===== src/rtl/led_blink_driver_pkg.sv =====
// Shared definitions for the LED blink driver.
//   state_t      : FSM state encoding (IDLE / ON / OFF), 2 bits.
//   phase_width  : width of the tick counter that times the ON and OFF phases,
//                  wide enough to hold max(on_ticks, off_ticks).
package led_blink_driver_pkg;

    typedef enum logic [1:0] {
        ST_IDLE = 2'd0,
        ST_ON   = 2'd1,
        ST_OFF  = 2'd2
    } state_t;

    function automatic int phase_width(input int on_ticks, input int off_ticks);
        int m;
        m = (on_ticks > off_ticks) ? on_ticks : off_ticks;
        return $clog2(m + 1);
    endfunction

endpackage


===== src/rtl/led_blink_driver_tick_prescaler.sv =====
// Free-running slow time base.
//   i_clk   : system clock, rising edge
//   i_reset : asynchronous, active-low reset (counter returns to 0)
//   o_tick  : one-cycle pulse every 2^PRESCALE_W cycles, first one in cycle
//             2^PRESCALE_W-1 after reset release
module tick_prescaler #(
    parameter int PRESCALE_W = 17
) (
    input  logic i_clk,
    input  logic i_reset,
    output logic o_tick
);

    logic [PRESCALE_W-1:0] r_count;

    always_ff @(posedge i_clk or negedge i_reset) begin
        if (!i_reset) begin
            r_count <= '0;
        end else begin
            r_count <= r_count + 1'b1;
        end
    end

    // Tick on the all-ones count so the counter wrap and the tick coincide.
    assign o_tick = &r_count;

endmodule


===== src/rtl/led_blink_driver.sv =====
// Turns single-cycle event pulses into human-visible LED blinks.
// Each accepted event yields one blink: ON_TICKS ticks lit, then OFF_TICKS
// ticks dark. Events that arrive while a blink is running are counted in a
// saturating pending counter and played back-to-back.
//   i_clk      : system clock, rising edge
//   i_reset    : asynchronous, active-low reset
//   i_event    : request pulse; every high cycle is one event
//   i_clear    : flush pending count and overflow flag (wins over i_event)
//   o_led      : registered LED drive (polarity set by LED_ACTIVE_LOW)
//   o_busy     : blink in progress or events pending
//   o_pending  : number of events waiting for a blink
//   o_overflow : sticky; an event was dropped because the counter was full
//
// Request semantics: there is no ready signal. An i_event cycle is accepted
// unless i_clear is high in the same cycle, or the counter is full and no
// blink is being started in that cycle (then it is dropped and o_overflow
// sets). A blink start consumes one pending event on a tick edge.
module led_blink_driver
    import led_blink_driver_pkg::*;
#(
    parameter int PRESCALE_W     = 17,
    parameter int ON_TICKS       = 8,
    parameter int OFF_TICKS      = 8,
    parameter int PEND_W         = 4,
    parameter int LED_ACTIVE_LOW = 0
) (
    input  logic              i_clk,
    input  logic              i_reset,
    input  logic              i_event,
    input  logic              i_clear,
    output logic              o_led,
    output logic              o_busy,
    output logic [PEND_W-1:0] o_pending,
    output logic              o_overflow
);

    localparam int                 PHASE_W  = phase_width(ON_TICKS, OFF_TICKS);
    localparam logic [PHASE_W-1:0] ON_LAST  = PHASE_W'(ON_TICKS - 1);
    localparam logic [PHASE_W-1:0] OFF_LAST = PHASE_W'(OFF_TICKS - 1);
    localparam logic [PEND_W-1:0]  PEND_MAX = '1;
    localparam logic               LED_OFF  = (LED_ACTIVE_LOW != 0);

    logic               w_tick;
    state_t             r_state;
    state_t             w_state_nxt;
    logic [PHASE_W-1:0] r_phase;
    logic [PHASE_W-1:0] w_phase_nxt;
    logic               w_consume;
    logic               w_pend_avail;
    logic               w_at_max;
    logic               w_inc;
    logic               w_drop;
    logic [PEND_W-1:0]  r_pending;
    logic               r_overflow;
    logic               r_led;

    tick_prescaler #(
        .PRESCALE_W (PRESCALE_W)
    ) u_prescaler (
        .i_clk   (i_clk),
        .i_reset (i_reset),
        .o_tick  (w_tick)
    );

    // A same-cycle clear empties the queue, so it also blocks a blink start.
    assign w_pend_avail = (r_pending != '0) && !i_clear;

    always_ff @(posedge i_clk or negedge i_reset) begin
        if (!i_reset) begin
            r_state <= ST_IDLE;
            r_phase <= '0;
        end else begin
            r_state <= w_state_nxt;
            r_phase <= w_phase_nxt;
        end
    end

    always_comb begin
        w_state_nxt = r_state;
        w_phase_nxt = r_phase;
        w_consume   = 1'b0;
        case (r_state)
            ST_IDLE: begin
                if (w_tick && w_pend_avail) begin
                    w_state_nxt = ST_ON;
                    w_phase_nxt = '0;
                    w_consume   = 1'b1;
                end
            end
            ST_ON: begin
                if (w_tick) begin
                    if (r_phase == ON_LAST) begin
                        w_state_nxt = ST_OFF;
                        w_phase_nxt = '0;
                    end else begin
                        w_phase_nxt = r_phase + 1'b1;
                    end
                end
            end
            ST_OFF: begin
                if (w_tick) begin
                    if (r_phase == OFF_LAST) begin
                        w_phase_nxt = '0;
                        if (w_pend_avail) begin
                            w_state_nxt = ST_ON;
                            w_consume   = 1'b1;
                        end else begin
                            w_state_nxt = ST_IDLE;
                        end
                    end else begin
                        w_phase_nxt = r_phase + 1'b1;
                    end
                end
            end
            default: begin
                w_state_nxt = ST_IDLE;
                w_phase_nxt = '0;
            end
        endcase
    end

    // A full counter still accepts an event when a blink consumes one in the
    // same cycle: the count stays at max and nothing is lost.
    assign w_at_max = (r_pending == PEND_MAX);
    assign w_inc    = i_event && (!w_at_max || w_consume);
    assign w_drop   = i_event && w_at_max && !w_consume;

    always_ff @(posedge i_clk or negedge i_reset) begin
        if (!i_reset) begin
            r_pending  <= '0;
            r_overflow <= 1'b0;
        end else if (i_clear) begin
            r_pending  <= '0;
            r_overflow <= 1'b0;
        end else begin
            r_pending <= r_pending + PEND_W'(w_inc) - PEND_W'(w_consume);
            if (w_drop) begin
                r_overflow <= 1'b1;
            end
        end
    end

    // Registered from the next state so the LED is lit exactly while in ON.
    always_ff @(posedge i_clk or negedge i_reset) begin
        if (!i_reset) begin
            r_led <= LED_OFF;
        end else begin
            r_led <= (w_state_nxt == ST_ON) ? ~LED_OFF : LED_OFF;
        end
    end

    assign o_led      = r_led;
    assign o_busy     = (r_state != ST_IDLE) || (r_pending != '0);
    assign o_pending  = r_pending;
    assign o_overflow = r_overflow;

endmodule

===== config.mk =====
export PLATFORM = sky130hd
export DESIGN_NAME = led_blink_driver
export DESIGN_NICKNAME = d
export VERILOG_FILES = /design/src/rtl/led_blink_driver_pkg.sv /design/src/rtl/led_blink_driver_tick_prescaler.sv /design/src/rtl/led_blink_driver.sv
export SDC_FILE = /design/constraint.sdc
export NUM_CORES = 1
export LEC_CHECK = 0
export CORE_UTILIZATION = 45
export CTS_CLUSTER_DIAMETER = 100
export CTS_CLUSTER_SIZE = 24
export DETAILED_ROUTE_END_ITERATION = 6
export GPL_TIMING_DRIVEN = 0
export HOLD_SLACK_MARGIN = 0.03
export PLACE_DENSITY = 0.6
export SETUP_SLACK_MARGIN = 0.2
export SYNTH_ARGS = -nofsm -noshare
export SYNTH_HDL_FRONTEND = slang
export SYNTH_HIERARCHICAL = 1
export SYNTH_SLANG_ARGS = --single-unit

===== constraint.sdc =====
create_clock -name i_clk -period 4.93 [get_ports i_clk]
set_input_delay 0.986 -clock i_clk [delete_from_list [all_inputs] [get_ports i_clk]]
set_output_delay 0.986 -clock i_clk [all_outputs]
set_load 0.1 [all_outputs]

### Yosys cells after proc, flatten, opt, wreduce, memory -nomap -nowiden

Cells that the tools add are included.

| word-level totals | value |
|---|---|
| input port bits | 4 |
| logic and storage cells | 54 |
| flip-flop bits (word level) | 29 |
| output and inout bits | 7 |

| cells by class | value |
|---|---|
| muxes and demuxes | 20 |
| add/sub/neg operators | 4 |
| equality and inequality tests | 7 |
| reduce and logical (&&, ||, !) cells | 17 |

Operator list:

| kind | count |
|---|---|
| $add A17 B1 Y17 const B | 1 |
| $reduce_and A17 Y1 | 1 |
| $mux W4 | 4 |
| $mux W2 | 5 |
| $mux W1 | 8 |
| $pmux W4 S2 | 1 |
| $pmux W2 S3 | 1 |
| $logic_and A1 B1 Y1 | 5 |
| $add A4 B1 Y4 | 1 |
| $add A4 B1 Y4 const B | 1 |
| $eq A2 B1 Y1 const B | 2 |
| $eq A4 B3 Y1 const B | 1 |
| $eq A4 B4 Y1 const B | 1 |
| $reduce_bool A2 Y1 | 2 |
| $reduce_bool A4 Y1 | 1 |
| $sub A4 B1 Y4 | 1 |
| $logic_not A1 Y1 | 3 |
| $eq A2 B2 Y1 const B | 1 |
| $logic_not A2 Y1 | 1 |
| $logic_or A1 B1 Y1 | 2 |
| $ne A2 B1 Y1 const B | 1 |
| $ne A2 B2 Y1 const B | 1 |
| $pmux W1 S2 | 1 |
| $reduce_and A2 Y1 | 1 |
| $reduce_or A2 Y1 | 1 |

### Depth between registers and ports, before layout

| depth | value |
|---|---|
| word-level depth | 11 |
| gate-level depth with buffers | 14 |
| depth with buffers taken out | 13 |

### Hierarchy

Netlist, hierarchy kept.

By module, submodules not included:

| module | sequential area each (sq um) | area an instance (sq um) | instances | cells an instance |
|---|---|---|---|---|
| led_blink_driver | 300.3 | 822.0 | 1 | 78 |
| tick_prescaler | 425.4 | 797.0 | 1 | 61 |

### Worst setup path before layout

Ideal clock, no wire load.

| path | value |
|---|---|
| path type | register to output |
| start point | register r_pending[2] (netlist: o_pending[2]) |
| end point | output o_busy |
| required time | 3.944 ns |
| slack | 1.829 ns |
| cell stages (with the launch flop) | 5 |
| arrival time | 2.115 ns |
| path buffers | 0 |
| cell sequence | dfrtp_1 > inv_1 > ha_1 > and4bb_4 > inv_1 |

| between the ends | value |
|---|---|
| cells in the longest elaborated chain, start to end | 2 |

RTL lines:

| item | RTL line | RTL |
|---|---|---|
| from (decl) | led_blink_driver.sv:53 | `logic [PEND_W-1:0] r_pending;` |
| from (signal assigned) | led_blink_driver.sv:136 | `r_pending <= r_pending + PEND_W'(w_inc) - PEND_W'(w_consume);` |
| $reduce_bool A4 Y1 | led_blink_driver.sv:153 | `assign o_busy = (r_state != ST_IDLE) \|\| (r_pending != '0);` |
| $logic_or A1 B1 Y1 | led_blink_driver.sv:153 |  |
| to (decl) | led_blink_driver.sv:32 | `output logic o_busy,` |

Every way passes these cells.

### Worst setup path after layout

| path | value |
|---|---|
| start point | register r_state[0] |
| end point | output o_busy |

| between the ends | value |
|---|---|
| cells in the longest elaborated chain, start to end | 2 |

RTL lines:

| item | RTL line | RTL |
|---|---|---|
| from (decl) | led_blink_driver.sv:44 | `state_t r_state;` |
| from (signal assigned) | led_blink_driver.sv:73 | `r_state <= w_state_nxt;` |
| $reduce_bool A2 Y1 | led_blink_driver.sv:153 |  |
| $logic_or A1 B1 Y1 | led_blink_driver.sv:153 |  |

Every way passes these cells.

==> out/results.ini <==
[sta]
rsz0062_at_grt=no
setup_violations=0
slew_violations=0
fin_hold_ws_ns=0.4704
period_needed_ns=3.475
finalHoldViolations=0
period_share=0.7048
fin_setup_tns_ns=0
worstMarginPinSlew_ns=0.9762
max_freq_ghz=0.2878
relSlewSlack=0.3472
clock_skew_ns=0.01333

[setup_path]
cp_slowest_cell=clkdlybuf4s50_1
startpoint_type=flip-flop
worstPathRequired_ns=3.94
worst-setup-path-type=reg -> out
worstPathMaxFanout=5
setup.worst_path.start=r_state[0]$_DFF_PN0_
path_cells=inv_1, ha_1, and4bb_4, inv_1, clkdlybuf4s50_1
crit_top_cell=inv_1
reg2reg_from=u_prescaler/r_count[0]$_DFF_PN0_
endpoint_kind=output port
ff2ff_path_depth=13
arrival_ns=2.49
slowest_delay_ns=1.12

[synthesis]
ys_ff_latch=29
synth_top_cell_area_share=0.4482
async_flop_share=1.000
ys_warn_count=6
synth_flop_cell=dfrtp_1
synth_nets=156
synthCells=139
yosysTopAreaCell=dfrtp_1
synth_area_leaders=dfrtp_1 45%, ha_1 9.3%, xnor2_1 5.4%
synth-seq-area-share=0.4482
synth_area_mm2=0.001619
postSynthAreaPerCell_um2=11.65
synthDistinctLibCells=43
synth_enable_flop_cells=0

[global_routing]
gr-usage-all-layers=0.1578
grt_pass1_vias=1051
antenna_found_initial=0
grt_pass1_wl_mm=4.353
grt_max_degree=30
overflow=0

[worst_hold_path]
min_path_cells=1
hold_start=u_prescaler/r_count[15]$_DFF_PN0_
hold_class=reg -> reg

[final_layout]
drive_gt1_frac=0.1529
syn2layout_area_growth_pct=14.68
fillCellCount=300
final_nets=173
antennaDiodeCount=0

[die]
ios=11
fp.dieH_um=61.98
core_mm2=0.003390
dieWidth_um=61.98
start_util=0.4777
rows=21
die_area_mm2=0.003842

[routing]
viasPerCell=5.340
drc=0
postRouteAntennaNets=0
drt-total-wl_mm=2.672
via_count=1084
routedWlPerCell_um=13.16
drt-pass1-iter-count=2
drtIter0Drc=35

[placement]
place.gp.congestion=0.7563
dp_hpwl_mm=1.909
io_buffers=10

[clocking]
clockBufferDepth=2
cts_buffers=5
post_cts_resized=0
clock-sinks=29
cts_tree=yes
htree_levels=2
cts-root-buf=clkbuf_4
clkLatencyLatePin_ns=0.32
hold_buffers=0
clk_pin_slew_ns=0.09
cts_setup_buffers=0

[pwr]
powerDensity_mw_per_mm2=306.5
leakagePower_nw=0.8511
peakVddDrop_uv=160.8

[status]
status=finished clean

[flow_run]
maxCapViolations=0

-- per-stage QoR --
stage               instances  power [mW]  utilization  cell area, um2  setup WS, ns
floorplan                 139      0.3417            -            1619         1.829
global placement          195      0.3719       0.5242            1777         1.639
detailed placement        195      0.3732       0.5242            1777         1.630
CTS                       203      0.5780       0.5493            1862         1.447
global route              203      0.5939       0.5478            1857         1.368
finish                    203      0.5691       0.5478            1857         1.455
-- layer usage --
layer / routed length (um) / part of all wire / vias up / global-route usage
li1: - / - / 530 / -
met1: 1219 / 0.46 / 536 / 0.1823
met2: 1347 / 0.50 / 14 / 0.2705
met3: 76 / 0.028 / 4 / 0.03934
met4: 29 / 0.011 / 0 / 0.07937
met5: 0 / 0 / - / 0
-- critical path, delay by kind of cell (launching register included) --
kind	cells	cell delay, ns
adder cells (fa/ha/maj)	1	0.27
buffers and inverters	3	1.26
flip-flops	1	0.41
AND/OR/NAND/NOR	1	0.24
-- cell type report --
class	count	area (um2)	area share
Multi-Input combinational cell	98	840.8	0.4528
Sequential cell	29	725.7	0.3908
Inverter	11	41.29	0.02224
Clock buffer	7	55.05	0.02965
Tap cell	46	57.56	0.03100
Timing Repair Buffer	10	95.09	0.05121
Buffer	1	11.26	0.006065
Clock inverter	1	30.03	0.01617
-- layout by cell type (no fill, tap or decap), types with 3 or more instances in the layout --
master,synthesis,routed
and2_1,3,3
nor2_1,5,5
o21ai_0,3,3
clkbuf_4,0,5
nand4_1,5,5
nand2_1,8,8
clkdlybuf4s50_1,0,9
dfrtp_1,29,29
nor2b_1,3,3
xnor2_1,10,10
ha_1,12,12
nand3_1,4,4
xor2_1,6,6
nor4_2,3,3
inv_1,11,11
-- registers in the layout (all words and copies together), names as in the netlist --
register / count
o_overflow: 1
u_prescaler/r_count: 17
o_pending: 4
r_phase: 4
o_led: 1
r_state: 2
-- synthesized netlist by cell type, types with 2 or more instances --
library cell,number
ha_1,12
nor2b_1,3
nand4_4,2
nand2_1,8
a21oi_1,2
and2_1,3
a22o_1,2
xor2_1,6
nand4_1,5
o21ai_0,3
xnor2_1,10
nor3_1,2
inv_1,11
nand3_1,4
dfrtp_1,29
nand4b_1,2
and3_1,2
o22ai_1,2
nor2_1,5
nor4_2,3
-- final timing paths --
check,slack (ns),endpoint
worst max-delay path,1.46,o_busy
worst min-delay path,0.47,u_prescaler/r_count[15]$_DFF_PN0_
worst max register to register,1.86,o_pending[3]$_DFF_PN0_
worst min register to register,0.47,u_prescaler/r_count[15]$_DFF_PN0_
max in group asynchronous,3.83,u_prescaler/r_count[9]$_DFF_PN0_
min in group asynchronous,0.68,o_led$_DFF_PN0_
-- cell families (layout without fill, tap and decap cells) --
| kind of cell | Yosys count | after routing | synth area share |
|---|---|---|---|
| DFF | 29 | 29 | 0.4482 |
| AOI/OAI and AO/OA | 20 | 20 | 0.1020 |
| adders and majority gates | 13 | 13 | 0.1051 |
| xor gates and xnor gates | 16 | 16 | 0.08655 |
| and+or+nand+nor | 49 | 49 | 0.2257 |
| buffers and inverters | 12 | 30 | 0.03246 |
-- report_power, final --
group / internal, mW / leakage [nW] / switching [mW] / total (mW)
Combinational: 0.0331 / 0.428 / 0.0817 / 0.115
Sequential: 0.245 / 0.377 / 0.00677 / 0.252
Clock: 0.121 / 0.0455 / 0.0815 / 0.203
(Power assumes the default switching activity.)
